`src/rtl/dmem_port_arbiter_pkg.sv`:
```
// Shared encodings and payload types for the data-memory port arbiter.
package dmem_port_arbiter_pkg;

    localparam int unsigned ADDR_W = 32;
    localparam int unsigned DATA_W = 32;
    localparam int unsigned BE_W   = 4;
    localparam int unsigned CNT_W  = 3;

    localparam logic [0:0] ST_IDLE = 1'b0;
    localparam logic [0:0] ST_BUSY = 1'b1;

    localparam logic [0:0] OWN_A = 1'b0;
    localparam logic [0:0] OWN_B = 1'b1;

    localparam logic [BE_W-1:0] WE_READ = 4'b0000;

    // One memory command as presented to the shared port.
    typedef struct packed {
        logic [ADDR_W-1:0] addr;
        logic [BE_W-1:0]   we;
        logic [DATA_W-1:0] wdata;
    } mem_cmd_t;

endpackage

```
`src/rtl/dmem_port_arbiter_if.sv`:
```
// Requester A/B and memory-side signals of the data-memory port arbiter.
interface dmem_port_arbiter_if;
    import dmem_port_arbiter_pkg::*;

    logic              a_req;
    logic [ADDR_W-1:0] a_addr;
    logic [BE_W-1:0]   a_we;
    logic [DATA_W-1:0] a_wdata;
    logic              a_gnt;
    logic              a_done;
    logic [DATA_W-1:0] a_rdata;
    logic              a_stall;

    logic              b_req;
    logic [ADDR_W-1:0] b_addr;
    logic [BE_W-1:0]   b_we;
    logic [DATA_W-1:0] b_wdata;
    logic              b_gnt;
    logic              b_done;
    logic [DATA_W-1:0] b_rdata;

    logic              mem_en;
    logic [ADDR_W-1:0] mem_addr;
    logic [BE_W-1:0]   mem_we;
    logic [DATA_W-1:0] mem_wdata;
    logic [DATA_W-1:0] mem_rdata;

    // Arbiter view.
    modport slave (
        input  a_req, a_addr, a_we, a_wdata,
        input  b_req, b_addr, b_we, b_wdata,
        input  mem_rdata,
        output a_gnt, a_done, a_rdata, a_stall,
        output b_gnt, b_done, b_rdata,
        output mem_en, mem_addr, mem_we, mem_wdata
    );

    // Requester/memory environment view.
    modport master (
        output a_req, a_addr, a_we, a_wdata,
        output b_req, b_addr, b_we, b_wdata,
        output mem_rdata,
        input  a_gnt, a_done, a_rdata, a_stall,
        input  b_gnt, b_done, b_rdata,
        input  mem_en, mem_addr, mem_we, mem_wdata
    );

endinterface

```
`src/rtl/dmem_port_arbiter.sv`:
```
// Shares one data-memory port between the pipeline (A) and a secondary master (B).
// One access in flight at a time; B is forced through after STARVE_MAX lost rounds.
module dmem_port_arbiter
    import dmem_port_arbiter_pkg::*;
#(
    parameter int unsigned RD_LAT     = 2,
    parameter int unsigned STARVE_MAX = 4
) (
    input  logic              clk,
    input  logic              reset,
    dmem_port_arbiter_if.slave bus
);

    localparam int unsigned STARVE_W = (STARVE_MAX < 1) ? 1 : $clog2(STARVE_MAX + 1);

    logic [0:0]          state_q, state_d;
    logic [0:0]          owner_q, owner_d;
    logic                is_read_q, is_read_d;
    logic [CNT_W-1:0]    cnt_q, cnt_d;
    logic [STARVE_W-1:0] starve_q, starve_d;
    logic                a_done_q, a_done_d;
    logic                b_done_q, b_done_d;
    logic [DATA_W-1:0]   a_rdata_q, a_rdata_d;
    logic [DATA_W-1:0]   b_rdata_q, b_rdata_d;

    mem_cmd_t a_cmd, b_cmd, win_cmd;
    logic     issue, sel_b, issue_ok;

    // Byte lanes below the word boundary are the shifter's concern.
    logic unused_addr_lsbs;
    assign unused_addr_lsbs = ^{bus.a_addr[1:0], bus.b_addr[1:0]};

    // Word-aligned request payloads.
    always_comb begin
        a_cmd.addr  = {bus.a_addr[ADDR_W-1:2], 2'b00};
        a_cmd.we    = bus.a_we;
        a_cmd.wdata = bus.a_wdata;
        b_cmd.addr  = {bus.b_addr[ADDR_W-1:2], 2'b00};
        b_cmd.we    = bus.b_we;
        b_cmd.wdata = bus.b_wdata;
    end

    // Next-state, arbitration and completion logic.
    always_comb begin
        state_d   = state_q;
        owner_d   = owner_q;
        is_read_d = is_read_q;
        cnt_d     = cnt_q;
        starve_d  = starve_q;
        a_done_d  = 1'b0;
        b_done_d  = 1'b0;
        a_rdata_d = a_rdata_q;
        b_rdata_d = b_rdata_q;
        issue     = 1'b0;
        sel_b     = 1'b0;
        win_cmd   = a_cmd;

        case (state_q)
            ST_IDLE: begin
                if (bus.a_req || bus.b_req) begin
                    sel_b     = bus.b_req && (!bus.a_req || (starve_q == STARVE_W'(STARVE_MAX)));
                    win_cmd   = sel_b ? b_cmd : a_cmd;
                    issue     = 1'b1;
                    owner_d   = sel_b ? OWN_B : OWN_A;
                    is_read_d = (win_cmd.we == WE_READ);
                    cnt_d     = is_read_d ? CNT_W'(RD_LAT) : CNT_W'(1);
                    state_d   = ST_BUSY;
                end
                // B's loss streak: cleared on a B win or an idle B, saturating otherwise.
                if (!bus.b_req || sel_b) begin
                    starve_d = '0;
                end else if (starve_q != STARVE_W'(STARVE_MAX)) begin
                    starve_d = starve_q + STARVE_W'(1);
                end
            end
            ST_BUSY: begin
                cnt_d = cnt_q - CNT_W'(1);
                if (cnt_q == CNT_W'(1)) begin
                    state_d = ST_IDLE;
                    if (owner_q == OWN_A) begin
                        a_done_d = 1'b1;
                        if (is_read_q) begin
                            a_rdata_d = bus.mem_rdata;
                        end
                    end else begin
                        b_done_d = 1'b1;
                        if (is_read_q) begin
                            b_rdata_d = bus.mem_rdata;
                        end
                    end
                end
            end
            default: begin
                state_d = ST_IDLE;
            end
        endcase
    end

    // State and registered outputs; reset abandons any in-flight access.
    always_ff @(posedge clk) begin
        if (reset) begin
            state_q   <= ST_IDLE;
            owner_q   <= OWN_A;
            is_read_q <= 1'b0;
            cnt_q     <= '0;
            starve_q  <= '0;
            a_done_q  <= 1'b0;
            b_done_q  <= 1'b0;
            a_rdata_q <= '0;
            b_rdata_q <= '0;
        end else begin
            state_q   <= state_d;
            owner_q   <= owner_d;
            is_read_q <= is_read_d;
            cnt_q     <= cnt_d;
            starve_q  <= starve_d;
            a_done_q  <= a_done_d;
            b_done_q  <= b_done_d;
            a_rdata_q <= a_rdata_d;
            b_rdata_q <= b_rdata_d;
        end
    end

    // Issue-cycle drive of the memory port; quiet while reset is asserted.
    assign issue_ok      = issue && !reset;
    assign bus.mem_en    = issue_ok;
    assign bus.mem_addr  = issue_ok ? win_cmd.addr  : '0;
    assign bus.mem_we    = issue_ok ? win_cmd.we    : WE_READ;
    assign bus.mem_wdata = issue_ok ? win_cmd.wdata : '0;

    assign bus.a_gnt   = issue_ok && !sel_b;
    assign bus.b_gnt   = issue_ok && sel_b;
    assign bus.a_done  = a_done_q;
    assign bus.b_done  = b_done_q;
    assign bus.a_rdata = a_rdata_q;
    assign bus.b_rdata = b_rdata_q;
    assign bus.a_stall = bus.a_req && !a_done_q;

endmodule

```
`src/flat_wrapper.sv`:
```
// flat-port wrapper written by rule: the top's interface ports become plain ports
module dmem_port_arbiter_flat import dmem_port_arbiter_pkg::*;
#(
    parameter int unsigned RD_LAT     = 2,
    parameter int unsigned STARVE_MAX = 4
)
  (clk, reset, bus_a_req, bus_a_addr, bus_a_we, bus_a_wdata, bus_b_req, bus_b_addr, bus_b_we, bus_b_wdata, bus_mem_rdata, bus_a_gnt, bus_a_done, bus_a_rdata, bus_a_stall, bus_b_gnt, bus_b_done, bus_b_rdata, bus_mem_en, bus_mem_addr, bus_mem_we, bus_mem_wdata);
  dmem_port_arbiter_if bus_i ();
  input  logic clk;
  input  logic reset;
  input wire logic [$bits(bus_i.a_req)-1:0] bus_a_req;
  input wire logic [$bits(bus_i.a_addr)-1:0] bus_a_addr;
  input wire logic [$bits(bus_i.a_we)-1:0] bus_a_we;
  input wire logic [$bits(bus_i.a_wdata)-1:0] bus_a_wdata;
  input wire logic [$bits(bus_i.b_req)-1:0] bus_b_req;
  input wire logic [$bits(bus_i.b_addr)-1:0] bus_b_addr;
  input wire logic [$bits(bus_i.b_we)-1:0] bus_b_we;
  input wire logic [$bits(bus_i.b_wdata)-1:0] bus_b_wdata;
  input wire logic [$bits(bus_i.mem_rdata)-1:0] bus_mem_rdata;
  output wire logic [$bits(bus_i.a_gnt)-1:0] bus_a_gnt;
  output wire logic [$bits(bus_i.a_done)-1:0] bus_a_done;
  output wire logic [$bits(bus_i.a_rdata)-1:0] bus_a_rdata;
  output wire logic [$bits(bus_i.a_stall)-1:0] bus_a_stall;
  output wire logic [$bits(bus_i.b_gnt)-1:0] bus_b_gnt;
  output wire logic [$bits(bus_i.b_done)-1:0] bus_b_done;
  output wire logic [$bits(bus_i.b_rdata)-1:0] bus_b_rdata;
  output wire logic [$bits(bus_i.mem_en)-1:0] bus_mem_en;
  output wire logic [$bits(bus_i.mem_addr)-1:0] bus_mem_addr;
  output wire logic [$bits(bus_i.mem_we)-1:0] bus_mem_we;
  output wire logic [$bits(bus_i.mem_wdata)-1:0] bus_mem_wdata;
  assign bus_i.a_req = bus_a_req;
  assign bus_i.a_addr = bus_a_addr;
  assign bus_i.a_we = bus_a_we;
  assign bus_i.a_wdata = bus_a_wdata;
  assign bus_i.b_req = bus_b_req;
  assign bus_i.b_addr = bus_b_addr;
  assign bus_i.b_we = bus_b_we;
  assign bus_i.b_wdata = bus_b_wdata;
  assign bus_i.mem_rdata = bus_mem_rdata;
  assign bus_a_gnt = bus_i.a_gnt;
  assign bus_a_done = bus_i.a_done;
  assign bus_a_rdata = bus_i.a_rdata;
  assign bus_a_stall = bus_i.a_stall;
  assign bus_b_gnt = bus_i.b_gnt;
  assign bus_b_done = bus_i.b_done;
  assign bus_b_rdata = bus_i.b_rdata;
  assign bus_mem_en = bus_i.mem_en;
  assign bus_mem_addr = bus_i.mem_addr;
  assign bus_mem_we = bus_i.mem_we;
  assign bus_mem_wdata = bus_i.mem_wdata;
  dmem_port_arbiter #(.RD_LAT(RD_LAT), .STARVE_MAX(STARVE_MAX)) u_core (.clk(clk), .reset(reset), .bus(bus_i));
endmodule
```
`config.mk`:
```
export PLATFORM = sky130hd
export DESIGN_NAME = dmem_port_arbiter_flat
export DESIGN_NICKNAME = d
export VERILOG_FILES = /design/src/rtl/dmem_port_arbiter_pkg.sv /design/src/rtl/dmem_port_arbiter_if.sv /design/src/rtl/dmem_port_arbiter.sv /design/src/flat_wrapper.sv
export SDC_FILE = /design/constraint.sdc
export NUM_CORES = 1
export LEC_CHECK = 0
export BUFFER_PORTS_ARGS = -buffer_cell sky130_fd_sc_hd__buf_2
export CORE_AREA = 5 5 116 118
export CTS_CLUSTER_SIZE = 40
export DETAILED_ROUTE_END_ITERATION = 16
export DIE_AREA = 0 0 121 123
export HOLD_SLACK_MARGIN = 0.03
export PLACE_DENSITY = 0.75
export SETUP_SLACK_MARGIN = 0.15
export SYNTH_ARGS = -nofsm -noshare
export SYNTH_HDL_FRONTEND = slang
export SYNTH_SLANG_ARGS = --single-unit
```
`constraint.sdc`:
```
create_clock -name clk -period 1.6 [get_ports clk]
set_input_delay 0.32 -clock clk [delete_from_list [all_inputs] [get_ports clk]]
set_output_delay 0.32 -clock clk [all_outputs]
set_load 0.01 [all_outputs]
```
==> results of run 1 <==
[worst min path at each step]
| stage | start | endpoint | slack (ns) | cells past startpoint |
|---|---|---|---|---|
| 2_1_floorplan | u_core.cnt_q[2] | u_core.cnt_q[2] | 0.45 | 2 |
| 3_3_place_gp | u_core.bus.b_rdata[26] | u_core.bus.b_rdata[26] | 0.44 | 2 |
| 3_5_place_dp | u_core.bus.b_rdata[19] | u_core.bus.b_rdata[19] | 0.44 | 2 |
| 4_1_cts | bus_mem_rdata[15] | u_core.bus.a_rdata[15] | 0.23 | 3 |
| 5_1_grt | bus_mem_rdata[24] | u_core.bus.a_rdata[24] | 0.24 | 3 |
| 6_report | bus_mem_rdata[15] | u_core.bus.b_rdata[15] | 0.25 | 3 |
[per-layer routing]
layer  vias to the layer above  GRT usage
li1                       2564          -
met1                      2557     0.2941
met2                       230     0.3703
met3                        46    0.05718
met4                         0    0.06657
met5                         -          0
[kinds of logic (layout without fill, tap and decap cells)]
| logic type | count (synthesis) | in the layout | synth area share |
|---|---|---|---|
| flops | 75 | 75 | 0.4023 |
| fa+ha+maj | 4 | 4 | 0.01341 |
| simple gates | 293 | 294 | 0.3101 |
| other cells | 1 | 4 | 0.001005 |
| mux | 1 | 1 | 0.002682 |
| compound gates | 142 | 142 | 0.2008 |
| xor+xnor | 2 | 2 | 0.004694 |
| buf+inv | 56 | 401 | 0.06503 |
[layout make-up]
cell class / instances / area, sq um / area share
multi-input cells: 445 / 3359 / 0.4136
repair buffers: 379 / 2688 / 0.3309
flip-flops and latches: 75 / 1510 / 0.1859
clock buffers: 12 / 266.5 / 0.03281
well taps: 172 / 215.2 / 0.02650
clock inverters: 3 / 46.29 / 0.005700
inverters: 7 / 31.28 / 0.003851
diodes: 2 / 5.005 / 0.0006162
[per-stage QoR]
step | instance area, sq um | instances
after global placement | 6167 | 1039
after detailed placement | 6167 | 1039
after floorplan | 4433 | 575
final | 8122 | 1095
after CTS | 7382 | 1080
after global routing | 8122 | 1095
[cell usage in the layout (no fill, tap or decap), types with 2 or more instances in the layout]
cell type,Yosys,layout
nand3b_1,2,2
a21oi_1,132,10
buf_12,0,16
conb_1,1,2
o21ai_0,2,2
ha_4,0,2
nor3_1,8,8
clkinv_4,0,2
ha_1,4,2
nor2b_1,2,2
clkbuf_8,0,3
dfxtp_1,75,70
dfxtp_2,0,4
nand2_1,264,142
a21oi_2,0,109
buf_2,14,296
buf_8,0,2
and3b_2,0,2
buf_6,1,20
nor2_4,0,3
buf_16,0,10
inv_2,0,3
buf_4,2,29
a21oi_4,0,13
nand2_4,0,79
nand2_2,0,42
inv_1,7,3
diode_2,0,2
clkbuf_16,0,13
[power by group through the flow]
| stage | logic [mW] | clock network (mW) | registers (mW) |
|---|---|---|---|
| after floorplan | 0.644 | 0 | 2.00 |
| after global placement | 1.14 | 0 | 1.99 |
| after detailed placement | 1.15 | 0 | 1.99 |
| after CTS | 1.35 | 2.11 | 1.96 |
| after global routing | 1.62 | 2.20 | 1.97 |
| final | 1.51 | 2.09 | 1.96 |
[timing repair]
item	4_1_cts	5_1_grt
hold buffers	0	0
setup buffers	14	9
gates cloned	12	4
resized for setup	133	144
endpoints found under the setup margin	136	138
pin swaps	75	67
[state kept, by name (all words and copies together) (netlist names), 3 cells and up]
signal,flops
u_core.bus.b_rdata,32
u_core.starve_q,3
u_core.cnt_q,3
u_core.bus.a_rdata,32
[critical path, delay by kind of cell (launching register included)]
family                   cells  cell delay (ns)
AND/OR/NAND/NOR              2             0.32
flip-flops                   1             0.32
adder cells (fa/ha/maj)      1             0.13
AO/OA/AOI/OAI                2             0.31
buffers and inverters        3             0.39
==> flow_summary.toml, run 1 <==
[worst_setup_path]
r2r-start = "u_core.starve_q[1]"
worstSetupStartpointType = "flip-flop"
arrival_ns = 1.80
reg2reg_slack_ns = -0.12
r2r_end = "u_core.cnt_q[1]"
r2r_cells = 7
slowest_delay_ns = 0.32
crit_end = "bus_mem_wdata[24]"
endpoint_kind = "output pin"
cp_max_fo = 7
critPathSlowestCell = "dfxtp_2"
critical_path_class = "reg2out"
required_ns = 1.28
critPathLaunch = "u_core.starve_q[1]"
crit_chain = "inv_2 > ha_4 > a21bo_4 > and2_4 > clkbuf_16 > nand2_2 > a21oi_2 > buf_2"

[drt]
drt_pass1_iterations = 4
vias = 5397
first_iter_violations = 255
post_drt_wl_per_cell_um = 17.88
drc = 0
top_layer = "met4"
dr_wl_met2_um = 9765
vias_per_cell = 4.929
ant_nets = 0
met3WireLength_um = 1425
drt-total-wl_um = 19580
wl_met1_um = 7822

[sta]
finalCritPeriodShare = 1.325
finalSetupViolCount = 127
setup_tns_ns = -35.47
drv_slew = 0
tightest_slew_ns = 0.5213
layout_setup_ws_ns = -0.5207
fin_skew_ns = 0.007494
fmax_ghz = 0.4715
period_minus_slack_ns = 2.121
hold_viol = 0
fin_hold_ws_ns = 0.2471
rsz0062_at_grt = "yes"
max-slew-margin-rel = 0.6525

[floorplan]
die_x_um = 121
ios = 310
rows = 41
core-area_sq_um = 12360
start_util = 0.3019
dieArea_sq_um = 14880
die_h_um = 123

[power_and_ir_drop]
p_per_area_nw_per_um2 = 683.8
p_leak_nw = 4.014
power.switching_mw = 1.592
swShare = 0.2867
internal_power_mw = 3.961
power_mw = 5.553
sequentialPowerShare = 0.353
power_frac_clock = 0.376
ir_drop_v = 0.0007274
combPwrFrac = 0.272

[finish]
utilization = 0.6569
area_delta_synth_final_pct = 117.6
drive_above_1_share = 0.7188
fillCellCount = 1001
layout.nets = 1093

[yosys]
ys.flop_type = "dfxtp_1"
syn_area_per_cell_sq_um = 6.502
yosysMostFrequentCell = "nand2_1"
yosysUniqueCellTypes = 36
ys_ff_latch = 75
synthArstFlopShare = 0
synth_edf_count = 0
synth.top_cell.area_share = 0.4023
yosys-top-cells-count = "nand2_1 (264), a21oi_1 (132), dfxtp_1 (75)"
yosysWarnings = 0
yosys.area.top_type = "dfxtp_1"
syn_area_sq_um = 3732
synthCells = 574
synthTopCellsByArea = "dfxtp_1 (40%), nand2_1 (27%), a21oi_1 (18%), clkbuf_1 (2.8%), buf_2 (1.9%)"
yosysSeqAreaShare = 0.4023

[clock_network]
cts_htree_levels = 3
clock-sinks = 75
insertion_delay_ns = 0.33
cts.path.max_buffers = 2
path_clk_slew_ns = 0.06
cts_root_buffer = "clkbuf_16"
cts_tree = "built"
numCtsBuffers = 9

[grt]
overflow = 0
grt_use_total = 0.2257
grt_pass1_vias = 4953
grt_pass1_wl_um = 26570
grt_max_degree = 77
antenna_found_initial = 2

[status]
status = "finished, violations left"
violations = "setup timing"

[job]
maxCapViolCount = 0

[placement]
dpl.hpwl_um = 12460
place_ws_ns = -0.1806
gp_congestion = 0.8159
io_buffers = 303

[hold_path]
holdCritPathClass = "in2reg"
Note: power is estimated with default switching activity, not from simulation.
==> inputs of run 2 (changes only) <==
--- a/config.mk
+++ b/config.mk
@@ -5,13 +5,14 @@
 export SDC_FILE = /design/constraint.sdc
 export NUM_CORES = 1
 export LEC_CHECK = 0
+export ABC_AREA = 1
 export BUFFER_PORTS_ARGS = -buffer_cell sky130_fd_sc_hd__buf_2
-export CORE_AREA = 5 5 116 118
+export CORE_AREA = 5 5 118 120
 export CTS_CLUSTER_SIZE = 40
 export DETAILED_ROUTE_END_ITERATION = 16
-export DIE_AREA = 0 0 121 123
+export DIE_AREA = 0 0 123 125
 export HOLD_SLACK_MARGIN = 0.03
-export PLACE_DENSITY = 0.75
+export PLACE_DENSITY = 0.72
 export SETUP_SLACK_MARGIN = 0.15
 export SYNTH_ARGS = -nofsm -noshare
 export SYNTH_HDL_FRONTEND = slang
==> run 2 against run 1 <==
  * The flow still finishes with violations (setup timing)
  * Via count is 14% lower
  * Critical path depth up 3
  * Clock skew fell by 0.0032 ns
  * Clock power grew 8%
  * Routed wire length decreased by 9.7%
  * First-iteration DRC count fell by 44%
  * Cell count is 12% lower
  * Final area decreased by 13%
==> flow_summary.toml, run 2 <==
[yosys]
yosys-top-cells-count = "dfxtp_1 (75), nor2_1 (70), a22o_1 (62)"
synth.top_cell.area_share = 0.4151
syn_area_per_cell_sq_um = 8.110
ys.flop_type = "dfxtp_1"
synthArstFlopShare = 0
synthCells = 446
yosysUniqueCellTypes = 31
synthTopCellsByArea = "dfxtp_1 (42%), a22o_1 (15%), nor2_1 (7.3%), a21oi_1 (5.4%), o21ai_0 (5.4%)"
yosysWarnings = 0
ys_ff_latch = 75
yosys.area.top_type = "dfxtp_1"
syn_area_sq_um = 3617
yosysSeqAreaShare = 0.4151
synth_edf_count = 0
yosysMostFrequentCell = "dfxtp_1"

[drt]
first_iter_violations = 143
drc = 0
ant_nets = 0
post_drt_wl_per_cell_um = 18.35
drt-total-wl_um = 17690
drt_pass1_iterations = 4
vias = 4661
vias_per_cell = 4.835

[clock_network]
numCtsBuffers = 9
cts_htree_levels = 3
insertion_delay_ns = 0.33
clock-sinks = 75
cts_tree = "built"
path_clk_slew_ns = 0.06
cts.path.max_buffers = 2
cts_root_buffer = "clkbuf_16"

[sta]
setup_tns_ns = -28.50
finalCritPeriodShare = 1.290
drv_slew = 0
finalSetupViolCount = 68
period_minus_slack_ns = 2.064
fin_skew_ns = 0.004319
layout_setup_ws_ns = -0.4637
fmax_ghz = 0.4846
rsz0062_at_grt = "yes"
hold_viol = 0

[floorplan]
rows = 42
dieArea_sq_um = 15380
core-area_sq_um = 12870
die_x_um = 123
start_util = 0.2810
die_h_um = 125
ios = 310

[finish]
area_delta_synth_final_pct = 96.26
final_common_cell = "buf_2"
drive_above_1_share = 0.6662
final_cells = 964
final_cell_mix = "buf_2 (282), dfxtp_1 (71), a22o_1 (62)"
fin_area_sq_um = 7099
fillCellCount = 1113
layout.nets = 959
num_antenna_cells = 0

[power_and_ir_drop]
power_frac_clock = 0.432
internal_power_mw = 3.865
combPwrFrac = 0.202
sequentialPowerShare = 0.366
p_leak_nw = 3.491
power.switching_mw = 1.355
ir_drop_v = 0.0008715
p_per_area_nw_per_um2 = 735.3
swShare = 0.2596
power_mw = 5.220

[grt]
antenna_found_initial = 1
grt_pass1_vias = 4307
use_met2 = 0.3448
grt_max_degree = 45
use_met1 = 0.2043
overflow = 0
met3_usage = 0.06820
busiest_layer = "met2"
grt_pass1_wl_um = 22920
grt_use_total = 0.1894

[worst_setup_path]
slowest_delay_ns = 0.33
r2r-start = "u_core.cnt_q[1]"
endpoint_kind = "output pin"
required_ns = 1.28
cp_max_fo = 7
crit_chain = "inv_2 > ha_4 > nand2_4 > nand2_4 > nand2_4 > inv_4 > nand2_4 > inv_8 > clkbuf_16 > a22o_1 > buf_2"
critPathSlowestCell = "dfxtp_2"
r2r_cells = 10
worstSetupStartpointType = "flip-flop"
arrival_ns = 1.74
reg2reg_slack_ns = 0.03
r2r_end = "u_core.bus.a_rdata[12]"
cp_common_cell = "nand2_4"
critical_path_class = "reg2out"

[placement]
dpl.hpwl_um = 11620
gp_congestion = 0.8301
placed_cell_area_sq_um = 5388
place_ws_ns = -0.1517
dp.cells = 919
io_buffers = 303

[hold_path]
holdCritPathClass = "in2reg"
min_from = "bus_mem_rdata[28]"
whs_path_depth = 3
hold_path_end = "u_core.bus.b_rdata[28]"

[status]
violations = "setup timing"
status = "finished, violations left"

[job]
maxCapViolCount = 0
run 2: changes by cell type after synthesis, sizes merged, moves of 2 or more:
| cell | delta |
|---|---|
| nand2 | -238 |
| a21oi | -93 |
| o21ai | +67 |
| nor2 | +66 |
| a22o | +62 |
| inv | +42 |
| clkbuf | -17 |
| nand3 | +6 |
| nor3 | -6 |
| and3b | -2 |
| buf | +2 |
| nand3b | -2 |
| nor2b | -2 |
run 2: power groups by stage:
stage / clock network [mW] / logic, mW / registers [mW]
detailed placement: 0 / 0.829 / 1.95
finish: 2.26 / 1.05 / 1.91
floorplan: 0 / 0.417 / 1.95
CTS: 2.28 / 0.940 / 1.91
global route: 2.38 / 1.13 / 1.91
global placement: 0 / 0.825 / 1.95
run 2: worst max-delay path by stage:
| stage | startpoint | to | slack, ns | cells after the start |
|---|---|---|---|---|
| after CTS | u_core.starve_q[1] | bus_mem_addr[5] | -0.48 | 11 |
| after global routing | u_core.starve_q[1] | bus_mem_addr[13] | -0.54 | 11 |
| after global placement | u_core.starve_q[1] | bus_mem_addr[5] | -0.14 | 9 |
| after floorplan | u_core.starve_q[0] | bus_mem_addr[22] | 0.02 | 10 |
| after detailed placement | u_core.starve_q[1] | bus_mem_addr[5] | -0.15 | 9 |
| final | u_core.starve_q[1] | bus_mem_addr[13] | -0.46 | 11 |
run 2: area by class of cell:
type                    count  area [sq um]  share of cell area
inverters                  49         229.0             0.03225
clock buffers              11         252.7             0.03560
well taps                 176         220.2             0.03102
clock inverters             5         83.83             0.01181
repair buffers            358          2491              0.3509
repair inverters            1         16.27            0.002291
multi-input cells         289          2300              0.3239
flip-flops and latches     75          1506              0.2122
run 2: critical path, delay by kind of cell (launching register included):
| kind | cells | cell delay (ns) |
|---|---|---|
| fa+ha+maj | 1 | 0.15 |
| simple gates | 4 | 0.27 |
| compound gates | 1 | 0.20 |
| flops | 1 | 0.33 |
| buf+inv | 5 | 0.44 |
run 2: repair_timing:
item                                    in CTS  in global routing
buffers inserted                            12                  2
pin swaps                                   31                 92
endpoints found under the hold margin        0                  0
endpoints found under the setup margin     132                136
hold buffers                                 0                  0
resized for setup                          104                178
cloned                                       5                 11
run 2: through the flow:
step,utilization,hold slack [ns]
2_1_floorplan,-,0.3891
3_3_place_gp,0.4185,0.4273
3_5_place_dp,0.4185,0.4311
4_1_cts,0.4816,0.2255
5_1_grt,0.5514,0.2602
6_report,0.5514,0.2563
run 2: cells by family after synthesis:
| logic type | Yosys count | share of synthesized area |
|---|---|---|
| flops | 75 | 0.4151 |
| compound gates | 172 | 0.3065 |
| buf+inv | 83 | 0.1276 |
| other cells | 1 | 0.001037 |
| simple gates | 109 | 0.1311 |
| xor+xnor | 2 | 0.004843 |
| fa+ha+maj | 4 | 0.01384 |
run 2: layer usage:
layer,share of wire,vias up
met2,0.51,237
met3,0.10,33
li1,-,2204
met4,0.018,2
met1,0.37,2185
met5,0.00073,-
